## src/rtl/imem_arbiter.sv

```systemverilog
// Port arbiter and boot sequencer for the single-port instruction BRAM.
// LOAD hands the port to the loader; RUN serves fetches and interleaves loader patches.
module imem_arbiter #(
  parameter int ADDR_W       = 10,
  parameter int DATA_W       = 32,
  parameter int STARVE_LIMIT = 8
) (
  input  logic              clk,
  input  logic              rst_n,
  input  logic              fetch_req,
  input  logic [ADDR_W-1:0] fetch_addr,
  output logic              fetch_gnt,
  output logic              fetch_valid,
  output logic [DATA_W-1:0] fetch_data,
  input  logic              load_valid,
  input  logic [ADDR_W-1:0] load_addr,
  input  logic [DATA_W-1:0] load_data,
  input  logic              load_last,
  output logic              load_ready,
  input  logic              reload,
  output logic              cpu_hold,
  output logic [ADDR_W:0]   load_count,
  output logic              mem_we,
  output logic [ADDR_W-1:0] mem_addr,
  output logic [DATA_W-1:0] mem_wdata,
  input  logic [DATA_W-1:0] mem_rdata
);

  localparam int CNT_W = $clog2(STARVE_LIMIT + 1);
  localparam logic [CNT_W-1:0] STARVE_MAX = CNT_W'(STARVE_LIMIT);
  localparam logic [ADDR_W:0]  COUNT_MAX  = {1'b1, {ADDR_W{1'b0}}};

  typedef enum logic {
    ST_LOAD = 1'b0,
    ST_RUN  = 1'b1
  } state_t;

  state_t            state;
  state_t            state_next;
  logic [CNT_W-1:0]  starve_cnt;
  logic              forced;
  logic              load_hs;
  logic [ADDR_W-1:0] addr_hold;
  logic [DATA_W-1:0] wdata_hold;

  // State register
  always_ff @(posedge clk or negedge rst_n) begin
    if (!rst_n) begin
      state <= ST_LOAD;
    end else begin
      state <= state_next;
    end
  end

  // Next-state logic
  always_comb begin
    state_next = state;
    case (state)
      ST_LOAD: if (load_hs && load_last) state_next = ST_RUN;
      ST_RUN:  if (reload) state_next = ST_LOAD;
      default: state_next = ST_LOAD;
    endcase
  end

  assign forced = (starve_cnt == STARVE_MAX);

  // Output logic: fetch wins in RUN unless the loader has waited STARVE_LIMIT cycles
  always_comb begin
    fetch_gnt  = 1'b0;
    load_ready = 1'b1;
    case (state)
      ST_LOAD: begin
        fetch_gnt  = 1'b0;
        load_ready = 1'b1;
      end
      ST_RUN: begin
        if (reload) begin
          load_ready = 1'b0;
        end else begin
          fetch_gnt  = fetch_req & ~forced;
          load_ready = ~fetch_req | forced;
        end
      end
      default: begin
        fetch_gnt  = 1'b0;
        load_ready = 1'b1;
      end
    endcase
  end

  // rst_n gating keeps the BRAM quiet while reset is held, even with load_valid high
  assign load_hs = load_valid & load_ready & rst_n;
  assign mem_we  = load_hs;

  // Idle cycles re-present the last address so the BRAM sees no new activity
  always_comb begin
    mem_addr  = addr_hold;
    mem_wdata = wdata_hold;
    if (load_hs) begin
      mem_addr  = load_addr;
      mem_wdata = load_data;
    end else if (fetch_gnt) begin
      mem_addr = fetch_addr;
    end
  end

  always_ff @(posedge clk or negedge rst_n) begin
    if (!rst_n) begin
      addr_hold  <= '0;
      wdata_hold <= '0;
    end else if (load_hs) begin
      addr_hold  <= load_addr;
      wdata_hold <= load_data;
    end else if (fetch_gnt) begin
      addr_hold <= fetch_addr;
    end
  end

  // Cannot pass STARVE_MAX: at the limit the loader is granted, which clears it
  always_ff @(posedge clk or negedge rst_n) begin
    if (!rst_n) begin
      starve_cnt <= '0;
    end else if ((state == ST_RUN) && !reload && load_valid && !load_ready) begin
      starve_cnt <= starve_cnt + 1'b1;
    end else begin
      starve_cnt <= '0;
    end
  end

  always_ff @(posedge clk or negedge rst_n) begin
    if (!rst_n) begin
      cpu_hold <= 1'b1;
    end else begin
      cpu_hold <= (state_next == ST_LOAD);
    end
  end

  always_ff @(posedge clk or negedge rst_n) begin
    if (!rst_n) begin
      fetch_valid <= 1'b0;
    end else begin
      fetch_valid <= fetch_gnt;
    end
  end

  always_ff @(posedge clk or negedge rst_n) begin
    if (!rst_n) begin
      load_count <= '0;
    end else if ((state == ST_RUN) && reload) begin
      load_count <= '0;
    end else if ((state == ST_LOAD) && load_hs && (load_count != COUNT_MAX)) begin
      load_count <= load_count + 1'b1;
    end
  end

  assign fetch_data = mem_rdata;

endmodule

```

## config.mk

```make
export PLATFORM = sky130hd
export DESIGN_NAME = imem_arbiter
export DESIGN_NICKNAME = d
export VERILOG_FILES = /design/src/rtl/imem_arbiter.sv
export SDC_FILE = /design/constraint.sdc
export NUM_CORES = 1
export LEC_CHECK = 0
export ABC_AREA = 1
export BUFFER_PORTS_ARGS = -buffer_cell sky130_fd_sc_hd__clkbuf_2
export CORE_MARGIN = 4
export CORE_UTILIZATION = 25
export CTS_CLUSTER_SIZE = 20
export DETAILED_ROUTE_END_ITERATION = 8
export REMOVE_ABC_BUFFERS = 1
export SLEW_MARGIN = 20
export SYNTH_ARGS = -nofsm -noshare
export SYNTH_HDL_FRONTEND = slang
export SYNTH_SLANG_ARGS = --single-unit
```

## constraint.sdc

```tcl
create_clock -name clk -period 1.6 [get_ports clk]
set_input_delay 0.08 -clock clk [delete_from_list [all_inputs] [get_ports clk]]
set_output_delay 0.08 -clock clk [all_outputs]
set_load 0.1 [all_outputs]
```

Word level (Yosys, flattened, before mapping) --
Cells that the tools add are included. Widths: inputs -> output; s select.
Storage, ports and cells: input port bits 90, bits in registers 60
Cells by class: bitwise operators 8, eq/ne operators 2, add/sub/neg operators 2, reductions and logical operators 10, multiplexer cells 13
Operators with widths (number):
- $mux 32 | 1
- $mux 11 | 2
- $mux 10 | 2
- $add 11x1->11 const B | 1
- $ne 11x11->1 const B | 1
- $logic_and 1x1->1 | 7
- $pmux 1 s2 | 3
- $add 4x1->4 const B | 1
- $eq 4x4->1 const B | 1
- $mux 1 | 4
- $mux 4 | 1
- $not 1->1 | 4
- $and 1x1->1 | 3
- $logic_not 1->1 | 2
- $reduce_bool 2->1 | 1
- $or 1x1->1 | 1

Longest topological paths before layout --
Gate-level depths: netlist (run 1).
depth after elaboration 10, depth in mapped cells 10, mapped depth without buffers 10

Worst setup path before layout (run 1) --
No wires, ideal clock.
path kind register to register, start register starve_cnt[0], end register addr_hold[1], arrival time 1.946 ns, path buffers 1, setup slack -0.731 ns, period minus slack after synthesis 2.331 ns, cell stages (with the launch flop) 10, cells stage by stage dfrtp_1 inv_1 ha_1 nand3b_1 nand2_2 nor2_2 buf_4 nand2_1 nand3_1 nand2_1
On the way: word-level cells in the longest chain between the ends 7
RTL lines:
- from (decl) | RTL line 40 | logic [CNT_W-1:0] starve_cnt;
- from (signal assigned) | RTL line 124 | starve_cnt <= starve_cnt + 1'b1;
- $eq 4x4->1 | RTL line 65 | assign forced = (starve_cnt == STARVE_MAX);
- $not 1->1 | RTL line 80 | fetch_gnt = fetch_req & ~forced;
- $and 1x1->1 | RTL line 80
- $mux 1 | RTL line 77 | if (reload) begin
- $pmux 1 s2 | RTL line 71 | case (state)
- net fetch_gnt | RTL line 12 | output logic fetch_gnt,
- $mux 10 (2 in series)
- net mem_addr[1] | RTL line 24 | output logic [ADDR_W-1:0] mem_addr,
- to (signal assigned) | RTL line 112 | addr_hold <= load_addr;
- to (signal assigned) | RTL line 115 | addr_hold <= fetch_addr;
- to (decl) | RTL line 43 | logic [ADDR_W-1:0] addr_hold;
The timed path passes the listed nets, and every way through them passes these cells. A chain may end at the register's enable or synchronous reset.

Worst setup path in the final report (run 1) --
start register starve_cnt[0], end output mem_addr[1]
On the way: word-level cells in the longest chain between the ends 7
RTL lines:
- $eq 4x4->1 * | RTL line 65
- $or 1x1->1 or $not 1->1 (tied branches) | RTL line 81, 80
- $mux 1 or $and 1x1->1 (tied branches) | RTL line 77, 80
- $pmux 1 s2 or $mux 1 (tied branches) | RTL line 71, 77
- $and 1x1->1 or $pmux 1 s2 (tied branches) | RTL line 92, 71
- $and 1x1->1 or $mux 10 (tied branches)
- $mux 10 * | RTL line 99 | if (load_hs) begin
- to (decl) | RTL line 24
Mark *: on every way between the ends. The rest lies on a longest branch, timed or not.

==> results.md, run 1 <==
* Run status: complete, but fails checks
* Violations in the final reports: hold timing, setup timing
* Library cell with the largest summed area after synthesis: sky130_fd_sc_hd__dfrtp_1
* Library cells used by synthesis at 22
* Cell with the biggest individual delay on the critical path: sky130_fd_sc_hd__dfrtp_1
* Peak supply drop at 1.410 mV
* Critical path's largest stage delay at 340 ps
* Worst path bufs/invs at 4
* CP endpoint kind: primary output
* Setup CP Type: flip-flop to primary output
* Detailed-route wire length per cell at 15.67 um
* Vias in the first global route at 3,084
* Clock Pin Slew Worst Setup and Hold Paths at 60 ps
* Hpwl dp at 7096 um
* Last weighted congestion value of the routability-driven placer at 0.8599
* Cell chain of the critical path: inv_1 -> ha_1 -> nand3b_1 -> nand2_2 -> buf_4 -> nor2_4 -> inv_4 -> nand2_1 -> nand3_2 -> nand2_2 -> buf_12
* Gate count after technology mapping at 395
* Maximum number of pins on one net before global-route repair at 61
* 1st-pass router iterations at 4
* Sequential cell area fraction in the yosys report at 0.4892
* Core box area at 0.01201 mm2
* Pwr Density at 2309 mW/mm2
* Minimum setup slack in the final design at -452.2 ps
* Min-Delay Path Class: input pin to async pin
* GR Util All Layers at 0.1448
* Std cell rows at 40
* Y dimension of the die at 118.8 um
* Total number of nets in the final design at 638
* Final Non-Filler Cells at 696
* Yosys Warn Count at 0
* Max Freq at 487.3 MHz
* Period Utilization, post-route at 1.283
* Die area at 0.01412 mm2
* Final hold viol count at 11
* Crit start category: flip-flop
* Dominant cells by area after synthesis: sky130_fd_sc_hd__dfrtp_1, sky130_fd_sc_hd__nand2_1, sky130_fd_sc_hd__buf_4
* Final number of max-transition violations at 0
* Ratio of cells with drive above 1 in the final layout at 0.5064
* Final number of setup-violating endpoints at 53
* Number of antenna violations at the first check in global routing at 0
* Post-synth design cell area at 0.003072 mm2
* Die Width at 118.8 um
* Largest clock skew in the final design at 6.130 ps
* Total power of the final layout at 12.73 mW
* Starting Density at 0.2557
* Static Leak at 2.870 nW
* Inserted Diodes at 0
* Count of pins on the block boundary at 180
* Register bit count reported by yosys at 60
* Number of levels in the clock H-tree at 3
* Initial DRC count at 104
* Root buf cell: sky130_fd_sc_hd__clkbuf_16
* Sum of overflow across all layers after global routing at 0
* Clock latency at the later pin of the worst-skew pair at 330 ps
* DRC errors left at 0
* Maximum capacitance violations at 0
* Relative max-transition margin at 0.4569
* RSZ-0062 raised after global routing: true
* Required @ worst endpoint at 1520 ps
* Worst hold margin at -16.96 ps
* Vias per inst at 4.458
* Cell total after placement at 632
* Slew at the pin closest to its max-slew limit at 814.7 ps
* Cell area after placement at 0.004332 mm2
* Syn Area/Cell at 7.776 um2
* Synth-to-Final Area Change at 79.51%
* Number of nets with antenna violations after detailed routing at 0
* Fin Setup TNS at -17,830 ps
* Critical Path Most Common Cell: sky130_fd_sc_hd__nand2_2
* Overall routed net length at 10,900 um
* Count of buffers from port buffering at 115
* Fraction of post-synthesis cell area in the top cell type by area at 0.4807
* Routed vias at 3,103
* Maximum number of buffers from clock root to sink at 2
* Number of clock sinks seen by CTS at 60
* First-pass GRT wire length at 16,200 um
* TritonCTS clock tree: yes
* WP data arrival at 1970 ps
* Fin crit period at 2052 ps
* Post-Place Setup Slack at -190.1 ps
* Post-route design area at 0.005514 mm2
* Crit Path Max Fanout at 10
* Worst path top cell family by delay: simple AND/OR/NAND/NOR gates
* CTS Buf Count at 9
-- cell usage after synthesis --
library cell / count
sky130_fd_sc_hd__a21oi_1: 1
sky130_fd_sc_hd__buf_2: 1
sky130_fd_sc_hd__buf_4: 38
sky130_fd_sc_hd__buf_6: 4
sky130_fd_sc_hd__dfrtp_1: 59
sky130_fd_sc_hd__dfstp_2: 1
sky130_fd_sc_hd__ha_1: 4
sky130_fd_sc_hd__inv_1: 39
sky130_fd_sc_hd__inv_2: 1
sky130_fd_sc_hd__inv_4: 1
sky130_fd_sc_hd__nand2_1: 179
sky130_fd_sc_hd__nand2_2: 2
sky130_fd_sc_hd__nand3_1: 23
sky130_fd_sc_hd__nand3b_1: 1
sky130_fd_sc_hd__nand4_1: 7
sky130_fd_sc_hd__nor2_1: 20
sky130_fd_sc_hd__nor2_2: 2
sky130_fd_sc_hd__nor2_8: 1
sky130_fd_sc_hd__o21ai_0: 8
sky130_fd_sc_hd__or2_2: 1
sky130_fd_sc_hd__xnor2_1: 1
sky130_fd_sc_hd__xor2_1: 1
-- per-stage QoR --
stage / hold WS [ps] / util
global route: 3.285 / 0.4591
detailed placement: 162.5 / 0.3606
floorplan: -215.6 / -
CTS: 0.2572 / 0.4127
global placement: 162.5 / 0.3606
finish: -16.96 / 0.4591
-- cells in the final DEF, fill, tap and decap left out --
| master | n |
|---|---|
| sky130_fd_sc_hd__dfrtp_1 | 59 |
| sky130_fd_sc_hd__or2_2 | 1 |
| sky130_fd_sc_hd__ha_1 | 4 |
| sky130_fd_sc_hd__buf_6 | 3 |
| sky130_fd_sc_hd__dfstp_2 | 1 |
| sky130_fd_sc_hd__clkbuf_16 | 11 |
| sky130_fd_sc_hd__nand3_2 | 8 |
| sky130_fd_sc_hd__inv_6 | 1 |
| sky130_fd_sc_hd__nand2_1 | 97 |
| sky130_fd_sc_hd__inv_1 | 37 |
| sky130_fd_sc_hd__nor2_8 | 1 |
| sky130_fd_sc_hd__nand2_4 | 20 |
| sky130_fd_sc_hd__nor2_1 | 19 |
| sky130_fd_sc_hd__bufinv_16 | 1 |
| sky130_fd_sc_hd__buf_12 | 49 |
| sky130_fd_sc_hd__inv_2 | 1 |
| sky130_fd_sc_hd__nand4_1 | 7 |
| sky130_fd_sc_hd__a21oi_1 | 1 |
| sky130_fd_sc_hd__xnor2_1 | 1 |
| sky130_fd_sc_hd__o21ai_0 | 7 |
| sky130_fd_sc_hd__clkinv_2 | 1 |
| sky130_fd_sc_hd__buf_4 | 33 |
| sky130_fd_sc_hd__nand3b_1 | 1 |
| sky130_fd_sc_hd__o21ai_1 | 1 |
| sky130_fd_sc_hd__nor2_4 | 2 |
| sky130_fd_sc_hd__inv_12 | 2 |
| sky130_fd_sc_hd__nand3_1 | 15 |
| sky130_fd_sc_hd__clkinvlp_4 | 2 |
| sky130_fd_sc_hd__xor2_1 | 1 |
| sky130_fd_sc_hd__inv_4 | 2 |
| sky130_fd_sc_hd__clkbuf_2 | 70 |
| sky130_fd_sc_hd__dlygate4sd3_1 | 21 |
| sky130_fd_sc_hd__clkinv_4 | 2 |
| sky130_fd_sc_hd__buf_8 | 2 |
| sky130_fd_sc_hd__nor2_2 | 1 |
| sky130_fd_sc_hd__nand2_2 | 64 |
-- worst register-to-register path: stages (launching register included) --
cell,delay (ps)
sky130_fd_sc_hd__dfrtp_1,340
sky130_fd_sc_hd__inv_1,50
sky130_fd_sc_hd__ha_1,180
sky130_fd_sc_hd__nand3b_1,90
sky130_fd_sc_hd__nand2_2,80
sky130_fd_sc_hd__buf_4,140
sky130_fd_sc_hd__nor2_4,150
sky130_fd_sc_hd__buf_12,150
sky130_fd_sc_hd__nand2_2,70
sky130_fd_sc_hd__nand3_2,90
sky130_fd_sc_hd__nand2_2,80
sky130_fd_sc_hd__buf_4,130
-- final cells by class --
type	instances	area, um2
Timing Repair inverter	1	16.27
Tap cell	147	183.9
Timing Repair Buffer	180	1903
Clock buffer	9	225.2
Multi-Input combinational cell	251	1435
Inverter	41	171.4
Sequential cell	60	1503
Clock inverter	7	76.32
Fill cell	1118	6497
-- flip-flops by register name (all words and copies together), names as in the netlist --
signal and cells:
fetch_valid 1, load_count 11, state 1, cpu_hold 1, addr_hold 10, starve_cnt 4, wdata_hold 32
-- layer usage --
layer,track usage,up-vias,share of wire,wire [um]
met2,0.2167,129,0.48,5276
met5,0.02941,-,0,0
met4,0.05431,0,0.018,191
li1,-,1463,-,-
met3,0.07787,16,0.10,1100
met1,0.1732,1495,0.40,4334
-- cell families after synthesis --
family                     Yosys count  share of synthesized area
adders and majority gates            4                    0.01629
buffers and inverters               84                     0.1601
DFF                                 60                     0.4892
AOI/OAI and AO/OA                    9                    0.01466
xor gates and xnor gates             2                   0.005704
and+or+nand+nor                    236                     0.3141
-- where the power goes --
group	leakage (nW)	internal [mW]	switching [mW]
logic	1.97	2.85	5.67
registers	0.760	2.04	0.207
clock network	0.142	1.21	0.756
-- worst paths after layout --
kind | cells past startpoint | slack [ps] | end | startpoint
min | 2 | -20 | load_count[5]$_DFFE_PN0P_ | rst_n
max reg2reg | 11 | -60 | addr_hold[1]$_DFF_PN0_ | starve_cnt[0]$_DFF_PN0_
min reg2reg | 2 | 500 | wdata_hold[25]$_DFF_PN0_ | wdata_hold[25]$_DFF_PN0_
max | 11 | -450 | mem_addr[1] | starve_cnt[0]$_DFF_PN0_
min in group clk | 3 | 0 | wdata_hold[16]$_DFF_PN0_ | load_data[16]
max in group asynchronous | 2 | 1060 | wdata_hold[7]$_DFF_PN0_ | rst_n
-- what timing repair did --
item / 4_1_cts / 5_1_grt
gates cloned: 0 / 4
gates resized for setup: 38 / 93
pin swaps: 1 / 26
endpoints found under the setup margin: 58 / 76
setup buffers: 2 / 21
hold buffers: 21 / 0
endpoints found under the hold margin: 21 / 0
No activity file was read; power rests on OpenSTA's default activity.
==> run 2: changes to the inputs <==
--- a/config.mk
+++ b/config.mk
@@ -8,9 +8,10 @@
 export ABC_AREA = 1
 export BUFFER_PORTS_ARGS = -buffer_cell sky130_fd_sc_hd__clkbuf_2
 export CORE_MARGIN = 4
-export CORE_UTILIZATION = 25
+export CORE_UTILIZATION = 30
 export CTS_CLUSTER_SIZE = 20
 export DETAILED_ROUTE_END_ITERATION = 8
+export GPL_ROUTABILITY_DRIVEN = 0
 export REMOVE_ABC_BUFFERS = 1
 export SLEW_MARGIN = 20
 export SYNTH_ARGS = -nofsm -noshare
==> results.md, run 2 (synthesized netlist as in run 1, its figures left out) <==
* Vias per inst at 4.330
* Violations in the final reports: hold timing, setup timing
* Number of antenna violations at the first check in global routing at 0
* Pwr Density at 2313 mW/mm2
* Slew at the pin closest to its max-slew limit at 790.7 ps
* Critical path's largest stage delay at 380 ps
* RSZ-0062 raised after global routing: true
* Minimum setup slack in the final design at -370.8 ps
* Largest registers in the final layout: wdata_hold: 32 flops, load_count: 11 flops, addr_hold: 10 flops
* Final hold viol count at 14
* Die area at 0.01192 mm2
* Maximum number of pins on one net before global-route repair at 61
* Fin crit period at 1971 ps
* Crit start category: flip-flop
* Synth-to-Final Area Change at 64.52%
* Cell area after placement at 0.004377 mm2
* Final number of max-transition violations at 0
* Detailed-route wire length per cell at 14.51 um
* Util after Layout at 0.5123
* Setup CP Type: flip-flop to primary output
* Clock latency at the later pin of the worst-skew pair at 340 ps
* Count of pins on the block boundary at 180
* Worst reg2reg endpoint: addr_hold[6]$_DFF_PN0_
* Initial DRC count at 110
* Y dimension of the die at 109.2 um
* Flip-flop count of the largest register after layout at 32
* Root buf cell: sky130_fd_sc_hd__clkbuf_8
* Relative max-transition margin at 0.4728
* Min-Delay Path Class: input pin to async pin
* GR Util All Layers at 0.1676
* Period Utilization, post-route at 1.232
* 1st-pass router iterations at 4
* CTS Buf Count at 9
* Total number of nets in the final design at 628
* First-pass GRT wire length at 15,300 um
* Overall routed net length at 9752 um
* Largest reg by FF count: wdata_hold
* Static Leak at 2.636 nW
* Count of buffers from port buffering at 115
* Worst reg2reg startpoint: starve_cnt[0]$_DFF_PN0_
* Clock Pin Slew Worst Setup and Hold Paths at 80 ps
* Vias in the first global route at 2,936
* Final number of setup-violating endpoints at 48
* Largest clock skew in the final design at 10.75 ps
* Ratio of cells with drive above 1 in the final layout at 0.4249
* Crit Path Max Fanout at 20
* Commonest cells after routing, fill and taps aside: sky130_fd_sc_hd__nand2_1, sky130_fd_sc_hd__clkbuf_2, sky130_fd_sc_hd__nand2_2, sky130_fd_sc_hd__dfrtp_1, sky130_fd_sc_hd__buf_12
* Launch point of the worst path: starve_cnt[0]$_DFF_PN0_
* Number of levels in the clock H-tree at 3
* Number of nets with antenna violations after detailed routing at 0
* Cell chain of the critical path: inv_1 -> ha_1 -> nand3b_1 -> nand2_2 -> nand2_4 -> nor2_8 -> inv_4 -> buf_12 -> nand3_1 -> nand2_2 -> buf_12
* Required @ worst endpoint at 1520 ps
* DRC errors left at 0
* Routed vias at 2,910
* Core box area at 0.009864 mm2
* Maximum capacitance violations at 0
* Sum of overflow across all layers after global routing at 0
* Hpwl dp at 6946 um
* Worst hold margin at -24.64 ps
* Commonest non-fill, non-tap cell in the layout: sky130_fd_sc_hd__nand2_1
* Maximum number of buffers from clock root to sink at 2
* WP data arrival at 1890 ps
* Critical path capture point: mem_addr[6]
* Peak supply drop at 1.334 mV
* CP endpoint kind: primary output
* Die Width at 109.2 um
* Cell with the biggest individual delay on the critical path: sky130_fd_sc_hd__dfrtp_1
* Starting Density at 0.3114
* R2R setup slack at -140 ps
* Post-route design area at 0.005054 mm2
* TritonCTS clock tree: yes
* Run status: complete, but fails checks
* Worst Reg-to-Reg Cells at 12
* Inserted Diodes at 0
* Std cell rows at 36
* Number of clock sinks seen by CTS at 60
* Max Freq at 507.4 MHz
[run 2: how the worst min path moves through the flow]
stage                  startpoint                   endpoint
floorplan                   rst_n     addr_hold[0]$_DFF_PN0_
global placement     mem_rdata[2]              fetch_data[2]
detailed placement   mem_rdata[2]              fetch_data[2]
CTS                         rst_n            state$_DFF_PN0_
global route        load_data[16]   wdata_hold[16]$_DFF_PN0_
finish                      rst_n  load_count[1]$_DFFE_PN0P_
[run 2: layout make-up]
cell class / instances / area [um2]
clock inverters: 6 / 63.81
repair buffers: 171 / 1789
clock buffers: 10 / 137.6
fillers: 916 / 4811
inverters: 41 / 156.4
flip-flops and latches: 60 / 1503
multi-input cells: 251 / 1237
well taps: 133 / 166.4
[run 2: timing repair]
item                                    in CTS  in global routing
buffers inserted                             4                  2
endpoints found under the setup margin      46                 49
hold buffers                                27                  0
pin swaps                                    0                  1
endpoints found under the hold margin       27                  0
gates resized for setup                     47                 14
[run 2: power by group]
group / switching [mW] / total (mW) / internal [mW]
registers: 0.199 / 2.23 / 2.03
logic: 5.46 / 8.07 / 2.61
clock network: 0.628 / 1.39 / 0.758
total: 6.29 / 11.7 / 5.40
[run 2: per-stage QoR]
stage	total power [mW]	worst slack [ps]	TNS, ps	cells
3_5_place_dp	9.947	-69.59	-1710	623
4_1_cts	11.68	-385.9	-15950	670
6_report	11.69	-370.8	-14780	672
3_3_place_gp	9.875	-16.91	-156.3	623
5_1_grt	12.20	-487.5	-20830	672
2_1_floorplan	7.046	-1440	-100730	352
[run 2: critical path, delay by kind of cell (launching register included)]
kind          cells  cell delay [ps]
simple gates      6              580
fa+ha+maj         1              140
buf+inv           4              440
flops             1              380
[run 2: routing by layer]
layer,vias to the layer above,GRT usage,part of all wire
met5,-,0.01786,0
met4,0,0.04630,0.012
met3,11,0.09118,0.11
met2,121,0.2469,0.46
met1,1338,0.2112,0.41
li1,1440,-,-
